## src/rtl/bcd_converter_seq_if.sv

```systemverilog
// rtl/bcd_converter_seq_if.sv - request/result bundle for the sequential binary-to-BCD converter
interface bcd_converter_seq_if #(
   parameter int WIDTH  = 16,
   parameter int DIGITS = 5
);
   logic                  start;
   logic [WIDTH-1:0]      number_in;
   logic                  is_signed;
   logic                  busy;
   logic                  done;
   logic [4*DIGITS-1:0]   bcd_out;
   logic                  negative;
   logic [DIGITS-1:0]     digit_valid;

   modport master (
      output start, number_in, is_signed,
      input  busy, done, bcd_out, negative, digit_valid
   );

   modport slave (
      input  start, number_in, is_signed,
      output busy, done, bcd_out, negative, digit_valid
   );
endinterface

```

## src/rtl/bcd_converter_seq.sv

```systemverilog
// rtl/bcd_converter_seq.sv - iterative double-dabble converter, one bit per clock
// DIGITS must satisfy 10^DIGITS > 2^WIDTH-1 so the top digit never overflows.
module bcd_converter_seq #(
   parameter int WIDTH  = 16,
   parameter int DIGITS = 5
) (
   input  logic              clk,
   input  logic              reset,
   bcd_converter_seq_if.slave cnv
);
   localparam int CW = $clog2(WIDTH + 1);
   localparam int BW = 4 * DIGITS;

   typedef enum logic [1:0] {IDLE, SHIFT, FINISH} state_t;

   state_t            state_q, state_d;
   logic [WIDTH-1:0]  mag_q, mag_d;
   logic [BW-1:0]     work_q, work_d;
   logic              sign_q, sign_d;
   logic [CW-1:0]     cnt_q, cnt_d;
   logic [BW-1:0]     bcd_q, bcd_d;
   logic              neg_q, neg_d;
   logic [DIGITS-1:0] dv_q, dv_d;
   logic              done_q, done_d;

   logic [BW-1:0]       adj;
   logic [BW+WIDTH-1:0] shifted;
   logic [WIDTH-1:0]    neg_mag;
   logic [DIGITS-1:0]   mask;
   logic                seen;

   // Negation stays WIDTH bits wide, so the most negative input maps onto its own magnitude.
   assign neg_mag = ~cnv.number_in + {{(WIDTH-1){1'b0}}, 1'b1};

   always_comb begin
      adj = work_q;
      for (int k = 0; k < DIGITS; k++) begin
         if (work_q[4*k +: 4] >= 4'd5) begin
            adj[4*k +: 4] = work_q[4*k +: 4] + 4'd3;
         end
      end
      shifted = {adj, mag_q} << 1;
   end

   always_comb begin
      seen = 1'b0;
      mask = '0;
      for (int k = DIGITS - 1; k >= 0; k--) begin
         seen    = seen | (|work_q[4*k +: 4]);
         mask[k] = seen;
      end
      mask[0] = 1'b1;
   end

   always_comb begin
      state_d = state_q;
      mag_d   = mag_q;
      work_d  = work_q;
      sign_d  = sign_q;
      cnt_d   = cnt_q;
      bcd_d   = bcd_q;
      neg_d   = neg_q;
      dv_d    = dv_q;
      done_d  = 1'b0;
      case (state_q)
         IDLE: begin
            if (cnv.start) begin
               sign_d  = cnv.is_signed & cnv.number_in[WIDTH-1];
               mag_d   = (cnv.is_signed && cnv.number_in[WIDTH-1]) ? neg_mag : cnv.number_in;
               work_d  = '0;
               cnt_d   = CW'(WIDTH);
               state_d = SHIFT;
            end
         end
         SHIFT: begin
            work_d = shifted[BW+WIDTH-1:WIDTH];
            mag_d  = shifted[WIDTH-1:0];
            cnt_d  = cnt_q - CW'(1);
            if (cnt_q == CW'(1)) begin
               state_d = FINISH;
            end
         end
         FINISH: begin
            bcd_d   = work_q;
            neg_d   = sign_q & (|work_q);
            dv_d    = mask;
            done_d  = 1'b1;
            state_d = IDLE;
         end
         default: state_d = IDLE;
      endcase
   end

   always_ff @(posedge clk) begin
      if (reset) begin
         state_q <= IDLE;
         mag_q   <= '0;
         work_q  <= '0;
         sign_q  <= 1'b0;
         cnt_q   <= '0;
         bcd_q   <= '0;
         neg_q   <= 1'b0;
         dv_q    <= DIGITS'(1);
         done_q  <= 1'b0;
      end else begin
         state_q <= state_d;
         mag_q   <= mag_d;
         work_q  <= work_d;
         sign_q  <= sign_d;
         cnt_q   <= cnt_d;
         bcd_q   <= bcd_d;
         neg_q   <= neg_d;
         dv_q    <= dv_d;
         done_q  <= done_d;
      end
   end

   assign cnv.busy        = (state_q != IDLE);
   assign cnv.done        = done_q;
   assign cnv.bcd_out     = bcd_q;
   assign cnv.negative    = neg_q;
   assign cnv.digit_valid = dv_q;
endmodule

```

## src/flat_wrapper.sv

```systemverilog
// flat-port wrapper written by rule: the top's interface ports become plain ports
module bcd_converter_seq_flat 
#(
   parameter int WIDTH  = 16,
   parameter int DIGITS = 5
)
  (clk, reset, cnv_start, cnv_number_in, cnv_is_signed, cnv_busy, cnv_done, cnv_bcd_out, cnv_negative, cnv_digit_valid);
  bcd_converter_seq_if #(.WIDTH(WIDTH), .DIGITS(DIGITS)) cnv_i ();
  input  logic clk;
  input  logic reset;
  input wire logic [$bits(cnv_i.start)-1:0] cnv_start;
  input wire logic [$bits(cnv_i.number_in)-1:0] cnv_number_in;
  input wire logic [$bits(cnv_i.is_signed)-1:0] cnv_is_signed;
  output wire logic [$bits(cnv_i.busy)-1:0] cnv_busy;
  output wire logic [$bits(cnv_i.done)-1:0] cnv_done;
  output wire logic [$bits(cnv_i.bcd_out)-1:0] cnv_bcd_out;
  output wire logic [$bits(cnv_i.negative)-1:0] cnv_negative;
  output wire logic [$bits(cnv_i.digit_valid)-1:0] cnv_digit_valid;
  assign cnv_i.start = cnv_start;
  assign cnv_i.number_in = cnv_number_in;
  assign cnv_i.is_signed = cnv_is_signed;
  assign cnv_busy = cnv_i.busy;
  assign cnv_done = cnv_i.done;
  assign cnv_bcd_out = cnv_i.bcd_out;
  assign cnv_negative = cnv_i.negative;
  assign cnv_digit_valid = cnv_i.digit_valid;
  bcd_converter_seq #(.WIDTH(WIDTH), .DIGITS(DIGITS)) u_core (.clk(clk), .reset(reset), .cnv(cnv_i));
endmodule
```

## config.mk

```make
export PLATFORM = sky130hd
export DESIGN_NAME = bcd_converter_seq_flat
export DESIGN_NICKNAME = d
export VERILOG_FILES = /design/src/rtl/bcd_converter_seq_if.sv /design/src/rtl/bcd_converter_seq.sv /design/src/flat_wrapper.sv
export SDC_FILE = /design/constraint.sdc
export NUM_CORES = 1
export LEC_CHECK = 0
export CORE_AREA = 2 2 122 124
export DETAILED_ROUTE_END_ITERATION = 8
export DIE_AREA = 0 0 124 126
export PLACE_DENSITY = 0.5
export SYNTH_ARGS = -nofsm -noshare
export SYNTH_HDL_FRONTEND = slang
export SYNTH_SLANG_ARGS = --single-unit
```

## constraint.sdc

```tcl
create_clock -name clk -period 1.6 [get_ports clk]
set_input_delay 0.32 -clock clk [delete_from_list [all_inputs] [get_ports clk]]
set_output_delay 0.32 -clock clk [all_outputs]
set_load 0.05 [all_outputs]
```

# Word level (Yosys, flattened, before mapping)
# Cells that the tools add are included.
dict set report classes {
  shift 0
  magnitude_cmp 5
  mul 0
  n_reduce_logical 12
  n_addsub 7
  n_mux 16
  n_bitwise 6
  div 0
  n_eq_ne 5
}
# op count
set ops {}
lappend ops {{20-bit one-hot mux with 2 select lines} 1}
lappend ops {{16-bit 2-to-1 mux} 2}
lappend ops {{16-bit one-hot mux with 2 select lines} 1}
lappend ops {{4-bit by 3-bit >= comparator with 1-bit output, second input constant} 5}
lappend ops {{20-bit 2-to-1 mux} 1}
lappend ops {{20-bit OR reduction} 1}
lappend ops {{16-bit by 1-bit adder with 16-bit output, second input constant} 1}
lappend ops {{4-bit by 2-bit adder with 4-bit output, second input constant} 4}
lappend ops {{4-bit 2-to-1 mux} 4}
lappend ops {{16-bit inverter} 1}
lappend ops {{4-bit OR reduction} 4}
lappend ops {{5-bit one-hot mux with 2 select lines} 1}
lappend ops {{2-bit AND reduction} 3}
lappend ops {{5-bit by 1-bit equality test with 1-bit output, second input constant} 1}
lappend ops {{5-bit 2-to-1 mux} 1}
lappend ops {{5-bit by 1-bit subtractor with 5-bit output, second input constant} 1}
lappend ops {{2-bit 2-to-1 mux} 2}
lappend ops {{2-bit one-hot mux with 2 select lines} 1}
lappend ops {{2-bit nonzero test} 2}
lappend ops {{3-bit by 2-bit adder with 3-bit output, second input constant} 1}
lappend ops {{3-bit 2-to-1 mux} 1}
lappend ops {{1-bit bitwise OR} 3}
lappend ops {{1-bit bitwise AND} 2}
lappend ops {{2-bit by 1-bit equality test with 1-bit output, second input constant} 1}
lappend ops {{other kinds (6)} 6}
dict set report word_totals {
  n_memories 0
  out_inout_bits 28
  rom_bits 0
  in_bits 20
  ramBits 0
  latch_bits 0
  ff_bits 70
}

# Longest topological paths before layout
# Gate-level depths: netlist of run 1.
dict set report depth {
  depth_word 5
  ltp_mapped 6
}

# Worst setup path before layout of run 1
# OpenSTA, ideal clock, no wires.
dict set report synth_path {
  path_type {input to register}
  from {input cnv_number_in[6]}
  to {register u_core.mag_q[10]}
  t_arrival_ps 1498
  slack_ps -28
  stages 5
  path_buffers 1
  setup_time_ps 130
  path_cell_list {or4_4 > buf_6 > o41ai_4 > xor2_1 > o22ai_1}
}
dict set report synth_between {
  elab_chain_len 5
}
# element line_no
set synth_rtl {}
lappend synth_rtl {{start, declared} flat_wrapper.sv:12} ;# input wire logic [$bits(cnv_i.number_in)-1:0] cnv_number_in;
lappend synth_rtl {{16-bit inverter} bcd_converter_seq.sv:33} ;# assign neg_mag = ~cnv.number_in + {{(WIDTH-1){1'b0}}, 1'b1};
lappend synth_rtl {{16-bit by 1-bit adder with 16-bit output} bcd_converter_seq.sv:33}
lappend synth_rtl {{16-bit 2-to-1 mux} bcd_converter_seq.sv:69} ;# mag_d = (cnv.is_signed && cnv.number_in[WIDTH-1]) ? neg_mag : cnv.number_in;
lappend synth_rtl {{16-bit 2-to-1 mux} bcd_converter_seq.sv:67} ;# if (cnv.start) begin
lappend synth_rtl {{16-bit one-hot mux with 2 select lines} bcd_converter_seq.sv:65} ;# case (state_q)
lappend synth_rtl {{end signal, assigned} bcd_converter_seq.sv:107} ;# mag_q <= mag_d;
lappend synth_rtl {{end, declared} bcd_converter_seq.sv:17} ;# logic [WIDTH-1:0] mag_q, mag_d;
# No other way between the ends. The select of a mux whose other input is x is not followed.
# A chain may end at the register's enable or synchronous reset.

# Worst setup path after layout of run 1
dict set report layout_path {
  from {register u_core.state_q[1]}
  to {register u_core.mag_q[14]}
}
dict set report layout_between {
  elab_chain_len 3
  word_cells_on_any_way 6
  cone_classes {2 x eq/ne; 1 x mux; 3 x reduce/logical}
}
# element line_no
set layout_rtl {}
lappend layout_rtl {{start, declared} bcd_converter_seq.sv:16} ;# state_t state_q, state_d;
lappend layout_rtl {{start signal, assigned} bcd_converter_seq.sv:106} ;# state_q <= state_d;
lappend layout_rtl {{2-bit by 1-bit equality test with 1-bit output / 2-bit logical NOT (equally long branches)} bcd_converter_seq.sv:65}
lappend layout_rtl {{2-bit nonzero test (no line) / 2-bit != test (equally long branches)} -}
lappend layout_rtl {{2-bit AND reduction (no line)} -}
# Parallel ways exist; a longest one is shown, timed or not.

==> results of run 1 <==
[cell type report]
class	instances	area (um^2)	share of cell area [%]
Clock buffer	9	225	4.44
Clock inverter	7	121	2.39
Inverter	15	56.3	1.11
Multi-Input combinational cell	301	2040	40.2
Sequential cell	70	1410	27.7
Tap cell	184	230	4.54
Timing Repair Buffer	113	995	19.6
[Yosys cell counts (all sizes together) (2+ instances only)]
cell,instances
o2111ai,3
or3,4
xor2,5
o31ai,4
a31oi,3
o211ai,3
nor3,12
mux2i,5
a222oi,2
nor2b,3
nor2,21
nand3b,3
nand2,56
a211oi,2
a41oi,2
or4,5
a21oi,44
o32ai,2
o41ai,2
clkbuf,23
nand2b,8
a22o,10
o22a,2
nor3b,7
o21ai,12
nor4,4
ha,18
a22oi,13
a21o,2
buf,4
xnor2,9
and3,3
nand4,2
and2,3
dfxtp,70
inv,15
or2,3
nand3,11
o22ai,6
[repair_timing]
action | CTS | global route
pin swaps | 12 | 9
setup endpoints to repair | 18 | 16
buffers inserted | 0 | 3
resized for setup | 21 | 17
[path summary, 6_finish.rpt]
path                                   startpoint               end  slack [ns]  cells past startpoint
worst max-delay path            u_core.state_q[1]  u_core.mag_q[14]       -0.02                      4
worst min-delay path                        reset  u_core.mag_q[12]        0.39                      2
worst max register to register  u_core.state_q[1]  u_core.mag_q[14]       -0.02                      4
worst min register to register   u_core.mag_q[15]  u_core.work_q[0]        0.45                      2
[sequential cells by signal, summed over array words and instances, names as in the netlist]
signal,count
u_core.cnv.negative,1
u_core.work_q,20
u_core.sign_q,1
u_core.mag_q,16
u_core.cnt_q,5
u_core.state_q,2
u_core.cnv.done,1
u_core.cnv.bcd_out,20
u_core.cnv.digit_valid,4
[per-stage QoR]
step / instances / setup TNS (ns) / instance area [um^2] / setup WS (ns) / power (mW)
floorplan: 413 / -0.0280 / 3500 / -0.0280 / 2.14
detailed placement: 680 / -10.47 / 4590 / -0.522 / 2.41
global placement: 680 / -9.62 / 4590 / -0.498 / 2.41
CTS: 696 / -0.0202 / 5000 / -0.0202 / 4.73
global route: 699 / -0.106 / 5070 / -0.0507 / 4.85
finish: 699 / -0.0192 / 5070 / -0.0169 / 4.68
[routing by layer]
metal / up-vias / part of all wire (%)
met2: 53 / 47
met4: 0 / 2.2
met1: 1576 / 47
met5: - / 0
li1: 1675 / -
met3: 14 / 3.5
[logic make-up (layout without fill, tap and decap cells)]
logic type | Yosys count | after routing | share of synthesized area [%]
AND/OR/NAND/NOR | 147 | 147 | 21.3
AO/OA/AOI/OAI | 115 | 115 | 22.0
flip-flops | 70 | 70 | 40.1
buffers and inverters | 42 | 144 | 4.86
adder cells (fa/ha/maj) | 18 | 18 | 6.44
XOR/XNOR | 14 | 14 | 3.51
multiplexers | 6 | 6 | 1.75
other | 1 | 1 | 0.107
[worst max-delay path, delay by kind of cell (launching register included)]
kind | cells | cell delay, ns
AO/OA/AOI/OAI | 1 | 0.18
flip-flops | 1 | 0.36
AND/OR/NAND/NOR | 3 | 1.03
[power groups by stage]
stage,Combinational [mW],Clock [mW],Sequential [mW]
final,0.555,2.29,1.83
after detailed placement,0.541,0,1.87
after global routing,0.606,2.41,1.84
after CTS,0.552,2.35,1.83
after global placement,0.536,0,1.87
after floorplan,0.275,0,1.86
==> results_dict.tcl, run 1 <==
set metrics [dict create \
    timing.hold.ws_ns 0.389 \
    path_class "flip-flop to flip-flop" \
    first_pass_iters 4 \
    clk_transition_reported_paths_ns 0.06 \
    ys_seq_area_share_pct 40.1 \
    drc 0 \
    synth_cells 413 \
    cp_cell_sequence "or3b_4 -> or4_1 -> o22a_1 -> nand2_1" \
    combPwrFrac_pct 11.9 \
    drtAntennaViolNets 0 \
    rsz0062_at_grt "yes" \
    hp-class "input pin to flip-flop" \
    hold_viol 0 \
    ir_worst_vdd_v 0.000467 \
    initial_core_util_pct 24.4 \
    p_clk_share_pct 49.0 \
    cts_tree "yes" \
    place_hpwl_um 6860 \
    synthesis.area_um2 3500 \
    violations "negative setup slack" \
    dieArea_um2 15600 \
    avgSynthCellArea_um2 8.47 \
    fin_crit_ns 1.62 \
    cp-start-kind "flip-flop" \
    die_w_um 124 \
    worstMarginPinSlew_ns 0.564 \
    area.growth.synth_to_final_pct 45.0 \
    numClockSinks 70 \
    seq_power_share_pct 39.2 \
    viasPerCell 4.75 \
    endpoint_kind "flip-flop" \
    switching_share_pct 23.4 \
    use_met2_pct 20.8 \
    busiest_layer "met2" \
    grt_max_degree 47 \
    use_met3_pct 1.95 \
    routedWlPerCell_um 13.6 \
    overflow 0 \
    io_buffers 46 \
    finalMaxSlewViolations 0 \
    cts_made_buffers 9 \
    max_stage_delay_ns 0.54 \
    power_density_nw_per_um2 922 \
    synth_area_leaders "dfxtp_1, ha_1, a21oi_1" \
    required_ns 1.87 \
    cts-root-buf "clkbuf_16" \
    ioPinCount 48 \
    die_h_um 126 \
    gr-usage-met1_pct 17.2 \
    nNetsFinal 548 \
    grt_pass1_vias 3269 \
    mostFrequentLayoutCells "buf_4, dfxtp_1, nand2_1" \
    switchingPower_mw 1.10 \
    p_leak_nw 2.02 \
    hold_buffers 0 \
    clkLatencyLatePin_ns 0.33 \
    clock.fmax_mhz 618 \
    grt_antenna_before_repair 0 \
    place_congestion 0.823 \
    drtIter0Drc 162 \
    final_layout_size_suffix_gt1_share_pct 27.4 \
    rows 44 \
    wirelength_um 9510 \
    via_count 3318 \
    finalSetupViolCount 2 \
    core-area_um2 14300 \
    h-tree-depth 3 \
    cts_buffer_depth 2 \
    synth_edf_count 0 \
    cp.arrival_ns 1.89 \
    grt_pass1_wl_um 16000 \
    diodes 0 \
    grt.total_usage_pct 12.9 \
    ys_warn_count 0 \
    synth_top_area_share_pct 40.1 \
    worst-path-max-fanout 6 \
    synth_cell_types 56 \
    internal-power_mw 3.58 \
    fin_skew_ns 0.00579 \
    synth_top_cell_by_area "dfxtp_1" \
    ys_ff_latch 70 \
    async_reset_ff_share_pct 0 \
    slew_headroom_pct 62.4 \
    post-route-period-util_pct 101 \
    final_common_cell "buf_4" \
    cp_slowest_cell "or4_1" \
    synthFlopType "dfxtp_1" \
    status "complete, but fails checks" \
    fin_ws_ns -0.0169 \
    fin_util_pct 35.4 \
    fillers 1471 \
    drv_cap 0 \
    syn-num-nets 451 \
]
Note: power is estimated with default switching activity, not from simulation.
==> inputs of run 2 (changes only) <==
Settings changed: HOLD_SLACK_MARGIN set to 0.08.
==> results of run 2 <==
Same layout as run 1: the final DEF is identical, and so are final timing and power.
==> inputs of run 3 (changes only) <==
Settings changed: CORE_AREA 2 2 122 124 to 4 4 124 126, DIE_AREA 0 0 124 126 to 0 0 128 130.
==> results_dict.tcl, run 3 (synthesized netlist as in run 1, its figures left out) <==
set metrics [dict create \
    status "completed" \
    clk_transition_reported_paths_ns 0.06 \
    finalMaxSlewViolations 0 \
    diodes 0 \
    ff2ff_setup_slack_ns 0.05 \
    drv_cap 0 \
    endpoint_kind "output port" \
    grt_pass1_vias 3324 \
    h-tree-depth 3 \
    die_h_um 130 \
    first_pass_iters 4 \
    slew_headroom_pct 63.6 \
    rows 44 \
    rsz0062_at_grt "yes" \
    cp-start-kind "flip-flop" \
    p_leak_nw 1.98 \
    grt_antenna_before_repair 0 \
    final_common_cell "buf_4" \
    path_class "flip-flop to output port" \
    cts-root-buf "clkbuf_16" \
    min_to "u_core.mag_q[12]" \
    die_w_um 128 \
    mostFrequentLayoutCells "buf_4, dfxtp_1, nand2_1" \
    drc 0 \
    fin_skew_ns 0.00581 \
    grt_max_degree 34 \
    ioPinCount 48 \
    hp-class "input pin to flip-flop" \
    grt.total_usage_pct 12.2 \
    nNetsFinal 545 \
    final_layout_size_suffix_gt1_share_pct 26.6 \
    hold_viol 0 \
    cts_made_buffers 9 \
    initial_core_util_pct 24.4 \
    core-area_um2 14300 \
    clock.fmax_mhz 642 \
    r2r_start "u_core.state_q[1]" \
    timing.hold.ws_ns 0.382 \
    area.growth.synth_to_final_pct 42.1 \
    dieArea_um2 16600 \
    holdPathStages 2 \
    ir_worst_vdd_v 0.000477 \
    fin_crit_ns 1.56 \
    routedWlPerCell_um 14.0 \
    cts_buffer_depth 2 \
    io_buffers 46 \
    grt_pass1_wl_um 16200 \
    r2r_cells 4 \
    drtAntennaViolNets 0 \
    viasPerCell 4.78 \
    drtIter0Drc 169 \
    numClockSinks 70 \
    fin_tns_setup_ns 0 \
    worst-path-max-fanout 5 \
    hp-start "reset" \
    post-route-period-util_pct 97.4 \
    place_hpwl_um 6890 \
    r2r_end "u_core.mag_q[13]" \
    place_congestion 0.794 \
    cts_tree "yes" \
    finalSetupViolCount 0 \
    required_ns 1.28 \
    clkLatencyLatePin_ns 0.33 \
    worstMarginPinSlew_ns 0.546 \
    via_count 3324 \
    total_power_mw 4.30 \
    cp.arrival_ns 1.24 \
    overflow 0 \
    power_density_nw_per_um2 864 \
    wirelength_um 9740 \
]
[run 3: changes by cell type in the layout (fill, tap and decap cells not counted), moves of 3 or more]
cell and delta:
clkdlybuf4s50_1 -5, dlymetal6s2s_1 +4, bufinv_16 -3, clkbuf_8 +3
clkdlybuf4s15_1 +3
[run 3: power breakdown]
part           leakage, nW  internal, mW  switching, mW
logic                 1.27         0.251          0.298
clock network        0.135          1.18          0.736
registers            0.569          1.80         0.0360
[run 3: worst max path at each step]
stage | startpoint | cells after the start | end | slack [ns]
global route | u_core.state_q[1] | 4 | u_core.mag_q[14] | -0.01
finish | u_core.state_q[1] | 3 | cnv_busy | 0.04
floorplan | cnv_number_in[6] | 5 | u_core.mag_q[10] | -0.03
CTS | cnv_number_in[12] | 5 | u_core.mag_q[14] | -0.02
global placement | cnv_number_in[1] | 7 | u_core.mag_q[14] | -0.52
detailed placement | cnv_number_in[1] | 7 | u_core.mag_q[14] | -0.55
[run 3: through the flow]
step / area (um^2) / instances / worst slack (ns) / utilization (%)
after detailed placement: 4570 / 679 / -0.551 / 31.9
after floorplan: 3500 / 413 / -0.0280 / -
after global routing: 4970 / 696 / -0.0115 / 34.7
after global placement: 4570 / 679 / -0.522 / 31.9
after CTS: 4900 / 696 / -0.0153 / 34.3
final: 4970 / 696 / 0.0417 / 34.7
[run 3: worst max-delay path, stage by stage, from the launching register on]
cell	delay [ns]
dfxtp_2	0.34
buf_4	0.14
or2_4	0.26
buf_12	0.15
[run 3: area by class of cell]
cell class,count,area (um^2)
multi-input cells,301,2020
inverters,15,56.3
well taps,184,230
repair buffers,110,972
clock buffers,14,274
fillers,1502,9340
clock inverters,2,15.0
flip-flops and latches,70,1410
[run 3: metal layers]
metal	part of all wire, %	up-vias	track usage (%)
met3	5.0	25	2.50
met1	46	1563	15.3
met5	0	-	0
met4	3.2	0	6.68
li1	-	1668	-
met2	46	68	19.6
[run 3: what timing repair did]
item / 4_1_cts / 5_1_grt
setup buffers: 1 / 0
resized for setup: 19 / 24
endpoints found under the setup margin: 20 / 19
hold buffers: 0 / 0
pin swaps: 9 / 12
